==> src/rtl/kmeans_pkg.sv <==
// Shared constants, FSM encoding and width helpers for the k-means centroid update block.
package kmeans_pkg;

  localparam int NUM_CLUSTERS = 4;
  localparam int NUM_DIMS     = 4;
  localparam int DIM_W        = $clog2(NUM_DIMS);

  typedef enum logic [2:0] {
    ST_IDLE,
    ST_ACC,
    ST_DIV,
    ST_EMIT,
    ST_DONE
  } state_t;

  // A sum must hold up to (2^count_width - 1) full-scale points without wrapping.
  function automatic int sum_width(input int data_width, input int count_width);
    return data_width + count_width;
  endfunction

endpackage

==> src/rtl/kmeans_seq_divider.sv <==
// Unsigned restoring divider: one load cycle followed by one iteration per dividend bit.
module kmeans_seq_divider #(
  parameter int dividend_width = 32,
  parameter int divisor_width  = 16,
  parameter int quotient_width = 16
) (
  input  logic                      clk,
  input  logic                      rst,
  input  logic                      start,
  input  logic [dividend_width-1:0] dividend,
  input  logic [divisor_width-1:0]  divisor,
  output logic                      busy,
  output logic                      done,
  output logic [quotient_width-1:0] quotient
);

  localparam int ITER_W = $clog2(dividend_width + 1);
  localparam logic [ITER_W-1:0] LAST_ITER = ITER_W'(dividend_width - 1);

  logic [divisor_width-1:0]  rem;
  logic [divisor_width-1:0]  dsr;
  logic [dividend_width-1:0] quo;
  logic [ITER_W-1:0]         iter;
  logic [divisor_width:0]    shifted;
  logic [divisor_width+1:0]  trial;
  logic                      fits;

  // One restoring step: shift the next dividend bit into the remainder and try to subtract.
  always_comb begin
    shifted = {rem, quo[dividend_width-1]};
    trial   = {1'b0, shifted} - {2'b00, dsr};
    fits    = ~trial[divisor_width+1];
  end

  // Load on start when idle, then iterate; done pulses with the final quotient bit.
  always_ff @(posedge clk) begin
    if (rst) begin
      busy <= 1'b0;
      done <= 1'b0;
      rem  <= '0;
      dsr  <= '0;
      quo  <= '0;
      iter <= '0;
    end else begin
      done <= 1'b0;
      if (start && !busy) begin
        quo  <= dividend;
        dsr  <= divisor;
        rem  <= '0;
        iter <= '0;
        busy <= 1'b1;
      end else if (busy) begin
        rem  <= fits ? trial[divisor_width-1:0] : shifted[divisor_width-1:0];
        quo  <= {quo[dividend_width-2:0], fits};
        iter <= iter + 1'b1;
        if (iter == LAST_ITER) begin
          busy <= 1'b0;
          done <= 1'b1;
        end
      end
    end
  end

  assign quotient = quo[quotient_width-1:0];

endmodule

==> src/rtl/kmeans_centroid_update_k4_d4.sv <==
// Accumulates classified points per cluster, then divides each sum by its member
// count with one shared sequential divider and streams out the new centroids.
module kmeans_centroid_update_k4_d4
  import kmeans_pkg::*;
#(
  parameter int input_data_width  = 16,
  parameter int centroid_id_width = 2,
  parameter int count_width       = 16
) (
  input  logic                         clk,
  input  logic                         rst,
  input  logic                         start,
  input  logic                         in_valid,
  output logic                         in_ready,
  input  logic [input_data_width-1:0]  input_data0,
  input  logic [input_data_width-1:0]  input_data1,
  input  logic [input_data_width-1:0]  input_data2,
  input  logic [input_data_width-1:0]  input_data3,
  input  logic [centroid_id_width-1:0] selected_centroid,
  input  logic                         flush,
  output logic                         centroid_valid,
  input  logic                         centroid_ready,
  output logic [centroid_id_width-1:0] centroid_id,
  output logic [input_data_width-1:0]  centroid_d0,
  output logic [input_data_width-1:0]  centroid_d1,
  output logic [input_data_width-1:0]  centroid_d2,
  output logic [input_data_width-1:0]  centroid_d3,
  output logic                         centroid_empty,
  output logic                         overflow,
  output logic                         done
);

  localparam int SUM_W = sum_width(input_data_width, count_width);
  localparam logic [centroid_id_width-1:0] LAST_K = centroid_id_width'(NUM_CLUSTERS - 1);
  localparam logic [DIM_W-1:0]             LAST_D = DIM_W'(NUM_DIMS - 1);

  state_t                        state;
  logic [SUM_W-1:0]              sum   [NUM_CLUSTERS][NUM_DIMS];
  logic [count_width-1:0]        count [NUM_CLUSTERS];
  logic [input_data_width-1:0]   res   [NUM_DIMS];
  logic [input_data_width-1:0]   point [NUM_DIMS];
  logic [centroid_id_width-1:0]  k;
  logic [DIM_W-1:0]              issue_d;
  logic [DIM_W-1:0]              wr_d;
  logic                          all_issued;
  logic                          div_start;
  logic                          div_busy;
  logic                          div_done;
  logic [SUM_W-1:0]              div_dividend;
  logic [count_width-1:0]        div_divisor;
  logic [input_data_width-1:0]   div_quotient;
  logic                          cluster_empty;

  // A counter at all-ones is full; further members for that cluster are dropped.
  function automatic logic count_full(input logic [count_width-1:0] c);
    return &c;
  endfunction

  // Empty clusters report a zero mean regardless of what the divider produced.
  function automatic logic [input_data_width-1:0] mean_of(
    input logic [input_data_width-1:0] q,
    input logic                        is_empty
  );
    return is_empty ? '0 : q;
  endfunction

  assign point[0] = input_data0;
  assign point[1] = input_data1;
  assign point[2] = input_data2;
  assign point[3] = input_data3;

  // Divisions are issued back to back: a new one starts the cycle after the previous finishes.
  assign div_start     = (state == ST_DIV) && !div_busy && !all_issued;
  assign div_dividend  = sum[k][issue_d];
  assign div_divisor   = count[k];
  assign cluster_empty = (count[k] == '0);

  kmeans_seq_divider #(
    .dividend_width (SUM_W),
    .divisor_width  (count_width),
    .quotient_width (input_data_width)
  ) u_div (
    .clk      (clk),
    .rst      (rst),
    .start    (div_start),
    .dividend (div_dividend),
    .divisor  (div_divisor),
    .busy     (div_busy),
    .done     (div_done),
    .quotient (div_quotient)
  );

  // Pass control FSM with accumulators and registered centroid outputs.
  always_ff @(posedge clk) begin
    if (rst) begin
      state          <= ST_IDLE;
      in_ready       <= 1'b0;
      centroid_valid <= 1'b0;
      centroid_empty <= 1'b0;
      centroid_id    <= '0;
      centroid_d0    <= '0;
      centroid_d1    <= '0;
      centroid_d2    <= '0;
      centroid_d3    <= '0;
      overflow       <= 1'b0;
      done           <= 1'b0;
      k              <= '0;
      issue_d        <= '0;
      wr_d           <= '0;
      all_issued     <= 1'b0;
      for (int c = 0; c < NUM_CLUSTERS; c++) begin
        count[c] <= '0;
        for (int n = 0; n < NUM_DIMS; n++) sum[c][n] <= '0;
      end
      for (int n = 0; n < NUM_DIMS; n++) res[n] <= '0;
    end else begin
      done <= 1'b0;
      case (state)
        ST_IDLE: begin
          if (start) begin
            for (int c = 0; c < NUM_CLUSTERS; c++) begin
              count[c] <= '0;
              for (int n = 0; n < NUM_DIMS; n++) sum[c][n] <= '0;
            end
            overflow <= 1'b0;
            in_ready <= 1'b1;
            state    <= ST_ACC;
          end
        end
        ST_ACC: begin
          if (in_valid) begin
            if (count_full(count[selected_centroid])) begin
              overflow <= 1'b1;
            end else begin
              count[selected_centroid] <= count[selected_centroid] + 1'b1;
              for (int n = 0; n < NUM_DIMS; n++)
                sum[selected_centroid][n] <= sum[selected_centroid][n] + SUM_W'(point[n]);
            end
          end
          if (flush) begin
            in_ready   <= 1'b0;
            k          <= '0;
            issue_d    <= '0;
            wr_d       <= '0;
            all_issued <= 1'b0;
            state      <= ST_DIV;
          end
        end
        ST_DIV: begin
          if (div_start) begin
            issue_d <= issue_d + 1'b1;
            if (issue_d == LAST_D) all_issued <= 1'b1;
          end
          if (div_done) begin
            res[wr_d] <= mean_of(div_quotient, cluster_empty);
            wr_d      <= wr_d + 1'b1;
            if (wr_d == LAST_D) begin
              centroid_valid <= 1'b1;
              centroid_id    <= k;
              centroid_empty <= cluster_empty;
              centroid_d0    <= res[0];
              centroid_d1    <= res[1];
              centroid_d2    <= res[2];
              centroid_d3    <= mean_of(div_quotient, cluster_empty);
              state          <= ST_EMIT;
            end
          end
        end
        ST_EMIT: begin
          if (centroid_ready) begin
            centroid_valid <= 1'b0;
            if (k == LAST_K) begin
              done  <= 1'b1;
              state <= ST_DONE;
            end else begin
              k          <= k + 1'b1;
              issue_d    <= '0;
              wr_d       <= '0;
              all_issued <= 1'b0;
              state      <= ST_DIV;
            end
          end
        end
        ST_DONE: state <= ST_IDLE;
        default: state <= ST_IDLE;
      endcase
    end
  end

endmodule

==> config.mk <==
export PLATFORM = sky130hd
export DESIGN_NAME = kmeans_centroid_update_k4_d4
export DESIGN_NICKNAME = d
export VERILOG_FILES = /design/src/rtl/kmeans_pkg.sv /design/src/rtl/kmeans_seq_divider.sv /design/src/rtl/kmeans_centroid_update_k4_d4.sv
export SDC_FILE = /design/constraint.sdc
export NUM_CORES = 2
export LEC_CHECK = 0
export CAP_MARGIN = 10
export CORE_MARGIN = 3
export CORE_UTILIZATION = 67
export DETAILED_ROUTE_END_ITERATION = 8
export PLACE_DENSITY = 0.85
export SYNTH_ARGS = -nofsm -noshare
export SYNTH_HDL_FRONTEND = slang
export SYNTH_SLANG_ARGS = --single-unit
==> constraint.sdc <==
create_clock -name clk -period 10.4 [get_ports clk]
set_input_delay 1.04 -clock clk [delete_from_list [all_inputs] [get_ports clk]]
set_output_delay 1.04 -clock clk [all_outputs]
set_load 0.03 [all_outputs]
# Word-level counts from Yosys, hierarchy flattened

Memory sizes are Yosys's and may differ from the RTL's. A register that Yosys moved wholly into a read port is not among the register bits.
Cells that the tools add are included.

Register bits after elaboration: 105
Memory bits (writable): 640
Bits of input ports: 72
Output and inout port bits: 71
Logic and storage cells: 195
Memories kept: 3

$add $sub $neg: 10
$lt $le $gt $ge: 1
Equality and inequality tests: 17
Mux-type cells: 93
Bitwise operators: 25
Reductions and logical operators: 28

Memory list:

| memory | words | width | rd ports | clocked after Yosys merged registers in | wr ports | line                               | text |
|---|---|---|---|---|---|---|---|
| sum    | 4     | 128   | 2        | 1                                       | 4        | kmeans_centroid_update_k4_d4.sv:38 | `logic [SUM_W-1:0] sum [NUM_CLUSTERS][NUM_DIMS];` |
| count  | 4     | 16    | 2        | 1                                       | 4        | kmeans_centroid_update_k4_d4.sv:39 | `logic [count_width-1:0] count [NUM_CLUSTERS];` |
| res    | 4     | 16    | 3        | 3                                       | 4        | kmeans_centroid_update_k4_d4.sv:40 | `logic [input_data_width-1:0] res [NUM_DIMS];` |

Operators by type and width:

| cell                    | count |
|---|---|
| $mux W32                | 20 |
| $add A32 B16 Y32        | 4 |
| $mux W128               | 1 |
| $mux W16                | 8 |
| $reduce_or A128 Y1      | 1 |
| $bmux W32 S2            | 1 |
| $mux W1                 | 34 |
| $reduce_or A16 Y1       | 2 |
| $mux W2                 | 14 |
| $or A1 B1 Y1            | 20 |
| $mux W3                 | 6 |
| $sub A17 B16 Y18        | 1 |
| $add A16 B1 Y16 const B | 1 |
| $logic_not A16 Y1       | 1 |
| $reduce_and A16 Y1      | 1 |
| $reduce_and A5 Y1       | 3 |
| $ne A2 B2 Y1 const B    | 6 |
| $pmux W2 S3             | 2 |
| $pmux W3 S4             | 1 |
| $reduce_and A4 Y1       | 3 |
| $ne A2 B1 Y1 const B    | 4 |
| $reduce_bool A2 Y1      | 4 |
| $add A2 B1 Y2 const B   | 3 |
| $add A6 B1 Y6 const B   | 1 |
| 19 further kinds        | 32 |

# Depth between registers and ports, before layout

An unclocked memory read counts as a cell.

Depth in word-level cells: 9
Depth in mapped cells: 19

# Cells and area by module

From an unflattened synthesis, not the netlist that was laid out.

Cells, all modules: 3217
Area total of the unflattened synthesis: 40687.8 um2

By module, submodules not included:

| module                       | times used | cells an instance | area each (um2) |
|---|---|---|---|
| kmeans_centroid_update_k4_d4 | 1          | 2747              | 36876.6 |
| kmeans_seq_divider           | 1          | 470               | 3811.2 |

# Least setup slack after synthesis

OpenSTA, ideal clock, no wires.

Kind: input -> register
Start: input selected_centroid[0]
End: memory count[3][0] (enable)
Setup time: 1.213 ns
Arrival: 5.656 ns
Required time: 9.187 ns
Setup slack: 3.531 ns
Cell stages on the path: 14
Path buffers: 8
Path through: buf_6 > buf_12 > buf_12 > buf_12 > buf_12 > mux4_2 > ha_1 > nand3_2 > or3b_1 > buf_4 > nand4_2 > buf_4 > buf_6 > nand2_1

RTL lines:

| item               | line                               | text |
|---|---|---|
| start: declaration | kmeans_centroid_update_k4_d4.sv:19 | `input logic [centroid_id_width-1:0] selected_centroid,` |
| end: declaration   | kmeans_centroid_update_k4_d4.sv:39 |  |

==> impl_metrics.tcl <==
set metrics [dict create \
    status "finished clean" \
    wl_met2_um 54700 \
    fillers 3567 \
    cts_resized 0 \
    synth_area_um2 41500 \
    synth_top_area_cell "edfxtp_1" \
    grt_pass1_wl_um 174000 \
    worstMarginPinSlew_ns 1.31 \
    cts_root_buf "clkbuf_16" \
    drtPass1Iterations 7 \
    ys_async_sr_fraction_pct 0 \
    relSlewSlack_pct 12.8 \
    clockBufferDepth 3 \
    cp_slowest_stage_delay_ns 0.91 \
    skew_ns 0.0362 \
    io_pins 143 \
    synth_ff_type "edfxtp_1" \
    die-width_um 255 \
    path_common_cell "buf_4" \
    port_buffers 142 \
    drv_cap 0 \
    worstSetupPathType "input port to flop" \
    synthTopCellsByArea "edfxtp_1 45%, mux4_2 16%, dfxtp_1 7.5%" \
    rsz0062_at_grt "no" \
    antenna_left 0 \
    critPathCaptureType "flop" \
    slew_viol_final 0 \
    crit_chain "buf_6, buf_4, mux4_2, ha_1, nand3_2, or3b_1, nand3_4, nand2_4, buf_4, buf_4" \
    viasPerCell 7.13 \
    arrival_ns 6.83 \
    finalCritPeriodShare_pct 63.2 \
    yosysWarningCount 0 \
    clock_sinks 779 \
    min_period_ns 6.57 \
    setup_slack_ns 3.83 \
    drtIter0Drc 3988 \
    synth-compound-area-share_pct 7.14 \
    synthAdderAreaFrac_pct 2.81 \
    synth_xor_area_share_pct 3.00 \
    grt-ovfl-total 0 \
    synth.top_cell.area_share_pct 45.2 \
    dp_slack_ns 3.23 \
    startpoint_type "input port" \
    hold_ws_ns 0.451 \
    synthMuxAreaShare_pct 17.7 \
    cp.required_ns 10.66 \
    dr_wl_met3_um 14700 \
    fmax_ghz 0.152 \
    clkLatencyLatePin_ns 0.66 \
    yosys.area_share.simple_pct 13.1 \
    slowest_stage "buf_4" \
    htreeDepth 3 \
    synth_edf_count 624 \
    num_antenna_cells 0 \
    syn_nets 3526 \
    ys_ff_latch 779 \
    seq_area_frac_synth_pct 52.7 \
    top_layer_used "met5" \
    avgRoutedWirePerCell_um 26.5 \
    routedLengthMet1_um 38600 \
    cts_tree "built" \
    yosys-top-cells-count "653 x nor2_1, 624 x edfxtp_1, 299 x nand2_1, 291 x mux4_2, 195 x a21oi_1" \
    synth_top_family_by_area "multiplexers" \
    track_usage_pct 35.3 \
    p_leak_uw 0.0157 \
    finalSetupTns_ns 0 \
    drive_gt1_share_pct 14.8 \
    syn_inst 3364 \
    vias 30324 \
    grt_antenna_before_repair 6 \
    cp_max_fo 64 \
    rows 90 \
    hold_class "flop to flop" \
    cts_buffers 81 \
    clk_pin_slew_ns 0.06 \
    synthMostInstantiatedCell "nor2_1" \
    power_density_nw_per_um2 170 \
    area_delta_synth_final_pct 10.4 \
    grt_pass1_vias 30787 \
    yosysUniqueCellTypes 87 \
    holdBufCountCts 0 \
    finalSetupViolations 0 \
    wl_um 113000 \
    postCtsSetupBuffers 0 \
    avgSynthCellArea_um2 12.3 \
    nets 3564 \
    power.total_uw 7800 \
    gp_congestion 0.924 \
    drc 0 \
    start_util_pct 68.2 \
    hold_violations 0 \
    place_hpwl_um 68400 \
    core_area_um2 60800 \
    dieArea_um2 64900 \
    grt_max_degree 83 \
    peakVddDrop_uv 149 \
    die_h_um 255 \
]
==> state kept, by name, indices dropped and copies added, names as in the netlist, 32 cells and up, named ones only <==
register	cells
res	48
sum	512
count	64
u_div.quo	32
==> final cells by class <==
class / count / area [um^2] / share of cell area [%]
sequential: 779 / 21900 / 47.7
multi-input combinational: 2276 / 18200 / 39.8
clock buffer: 114 / 2270 / 4.96
timing repair buffer: 184 / 1750 / 3.81
tap: 782 / 978 / 2.14
clock inverter: 38 / 430 / 0.939
inverter: 80 / 300 / 0.655
==> cell usage in the layout, fill, tap and decap left out, types with 41 or more instances in the layout <==
cell / n
buf_4: 41
clkbuf_16: 84
ha_1: 85
mux4_2: 291
xor2_1: 57
inv_1: 79
nand3_1: 49
dfxtp_1: 151
edfxtp_1: 624
o21ai_0: 82
xnor2_1: 85
a21oi_1: 195
nor3_1: 70
clkdlybuf4s50_1: 139
nand2_1: 292
nor2_1: 651
==> power by group <==
part	internal [uW]	leakage (uW)	switching, uW	total [uW]
clock	1700	0.00132	1270	2960
combinational	439	0.00637	725	1160
sequential	3560	0.00802	104	3670
==> metrics by stage <==
stage	utilization, %	instance area, um^2	std cells
3_5_place_dp	70.8	43100	4098
6_report	75.3	45800	4253
4_1_cts	75.3	45800	4250
2_1_floorplan	-	41500	3364
5_1_grt	75.3	45800	4253
3_3_place_gp	70.8	43100	4098
==> final timing paths <==
check,from,to,slack [ns],cells after the start
max reg2reg,count[1][5]$_SDFFCE_PN0P_,sum[0][11]$_SDFFCE_PN0P_,5.04,8
max,selected_centroid[1],sum[0][11]$_SDFFCE_PN0P_,3.83,10
min,centroid_d3[5]$_SDFFE_PP0P_,centroid_d3[5]$_SDFFE_PP0P_,0.45,2
min reg2reg,centroid_d3[5]$_SDFFE_PP0P_,centroid_d3[5]$_SDFFE_PP0P_,0.45,2
==> cells by family after synthesis <==
family	Yosys count
simple gates	1251
flops	779
compound gates	468
mux	325
buf+inv	309
xor+xnor	142
fa+ha+maj	90
==> worst max-delay path: cells and delay by family <==
family / cells / cell delay (ns)
and+or+nand+nor: 4 / 1.95
adders and majority gates: 1 / 0.28
buffers and inverters: 4 / 2.85
muxes: 1 / 0.44
==> metal layers <==
layer	track usage, %	up-vias
met5	0	-
met3	7.95	422
met4	15.5	8
met1	45.8	14751
met2	58.2	2407
li1	-	12736
Power figures use the tool's default switching activity.
==> patch: new RTL, config.mk and constraints unchanged <==
`input_data_width`: 16 -> 32.
--- a/src/rtl/kmeans_centroid_update_k4_d4.sv
+++ b/src/rtl/kmeans_centroid_update_k4_d4.sv
@@ -3,7 +3,7 @@
 module kmeans_centroid_update_k4_d4
   import kmeans_pkg::*;
 #(
-  parameter int input_data_width  = 16,
+  parameter int input_data_width  = 32,
   parameter int centroid_id_width = 2,
   parameter int count_width       = 16
 ) (
Interface: changed (8 resized); port bits go from 143 to 271. The function was not compared with the original's and may differ.
==> patch against the unedited design <==
Sequential cell count rose by 384; wire length rose by 52%; area after synthesis rose by 47%; power rose by 51%; final area rose by 49%; worst setup slack improved by 0.57 ns; global-route usage rose by 0.75 points; sequential power rose by 49%; critical endpoint is now sum[3][95].
==> patch: results (changes against the unedited design) <==
Clocking
• **number of buffers on the longest clock path** 3, unchanged
• **number of buffers inserted to repair setup after CTS** 0, unchanged
• **clock buffer count from CTS** 117, +44%
• **clock latency at the later pin of the worst-skew pair** 0.72 ns, +0.06 ns
• **Clock Tree Root** clkbuf_16
• **H-tree levels** 3, unchanged

Synth
• **net count after synthesis** 5320, +51%
• **Synth cell types** 85, -2.3%
• **cells after synthesis** 5030, +50%
• **Post-synth ARST share** 0%, unchanged
• **ranking of synthesized cells by instance count** 993 x nor2_1, 928 x edfxtp_1, 463 x mux4_2, 450 x nand2_1, 407 x a21oi_1
• **number of synthesized flops with an enable pin** 928, +49%
• **cells taking the most area after synthesis** edfxtp_1 46%, mux4_2 17%, dfxtp_1 7.7%, nor2_1 6.1%, a21oi_1 3.3%
• **Seq/Total Area, Yosys** 53.26%, +0.61 points

Timing
• **worst clock skew** 0.02439 ns, -0.01186 ns
• **Final Hold Fails** 0, unchanged
• **Worst slew margin** 10.43%, -2.3 points

Route
• **mean routed wirelength per cell** 26.62 um, +0.39%
• **met1 layer wirelength in the final routing** 58700 um, +52%
• **met2 routed WL** 81660 um, +49%
• **Detailed Routing Iterations Pass 1** 6, -1
• **Met3 Routed Length** 21550 um, +46%
• **via-per-instance ratio** 6.914, -3.0%
• **total via count in the routed design** 44.39k, +46%
• **violation count after the first detailed-route iteration** 6198, +55%
• **DR top layer** met5

Finish
• **fill cell instance count of the final layout** 5294, +48%
• **largest registers** sum: 768 flops, res: 96 flops, count: 64 flops
• **ratio of cells with drive above 1 in the final layout** 14.28%, -0.53 points
• **count of nets after finishing** 5425, +52%

Setup path
• **crit path launch** selected_centroid[0]
• **library cell contributing the largest single delay on the critical path** nand2_4
• **RR Startpoint** count[3][0]
• **crit path DAT** 6.32 ns, -0.51 ns
• **maximum cell stage delay along the critical path** 0.96 ns, +0.05 ns
• **maximum fanout along the worst path** 76, +19%

Place
• **global placer's final weighted congestion** 0.9342, +1.1%
• **number of placed instances with taps included** 6192, +51%
• **Buffers on Ports** 270, +90%
• **placed wire-length estimate** 107200 um, +57%

GRT
• **first-pass GRT wire length** 259000 um, +49%
• **All-Layer GR Usage** 36.07%, +0.75 points
• **pin count of the biggest net entering global routing** 173, +110%
• **number of antenna violations at the first check in global routing** 13, +7

Power
• **largest voltage drop on the vdd net** 0.0001629 V, +9.6%
• **standby leakage power** 24.23 nW, +54%

Status
• **run status** finished, final reports clean

Min path
• **hold wc startpoint** centroid_d2[14]

[patch: final timing paths]
kind | endpoint | slack [ns] | depth (start not counted)
worst min register to register | centroid_d2[14] | 0.45 | 2
worst max-delay path | sum[3][95] | 4.40 | 11
worst max register to register | sum[3][95] | 5.48 | 9
worst min-delay path | centroid_d2[14] | 0.45 | 2
[patch: worst max-delay path, delay by kind of cell]
kind	cells	cell delay [ns]
buf+inv	3	1.86
fa+ha+maj	1	0.28
mux	1	0.67
simple gates	6	2.27
[patch: metrics by stage]
stage / instance area [um^2] / setup slack (ns)
CTS: 68430 / 4.311
detailed placement: 64470 / 3.644
finish: 68440 / 4.400
global route: 68430 / 4.080
global placement: 64470 / 3.713
floorplan: 61160 / 1.770
[patch: layer usage]
metal  global-route usage, %  vias to the layer above
met4                   16.59                       14
met1                   45.97                    21660
met2                   58.37                     3201
li1                        -                    18870
met5                       0                        -
met3                   9.833                      643
[patch: cell families after synthesis]
logic type / share of synthesized area, %
AO/OA/AOI/OAI: 7.621
buffers and inverters: 2.874
flip-flops: 53.26
adder cells (fa/ha/maj): 3.212
AND/OR/NAND/NOR: 12.80
multiplexers: 17.26
XOR/XNOR: 2.975
[patch: report_power, final]
part           leakage, nW  total, mW  switching (mW)  internal [mW]
Combinational         10.5       1.90            1.18          0.720
Sequential            11.8       5.48           0.163           5.32
Clock                 1.94       4.37            1.86           2.51
[patch: area by class of cell]
class                   count  share of cell area (%)
diodes                      7                 0.02559
clock buffers             149                   4.645
clock inverters            72                   1.141
inverters                  73                  0.4004
multi-input cells        3460                   39.34
flip-flops and latches   1163                   47.62
well taps                1176                   2.150
repair buffers            320                   4.678
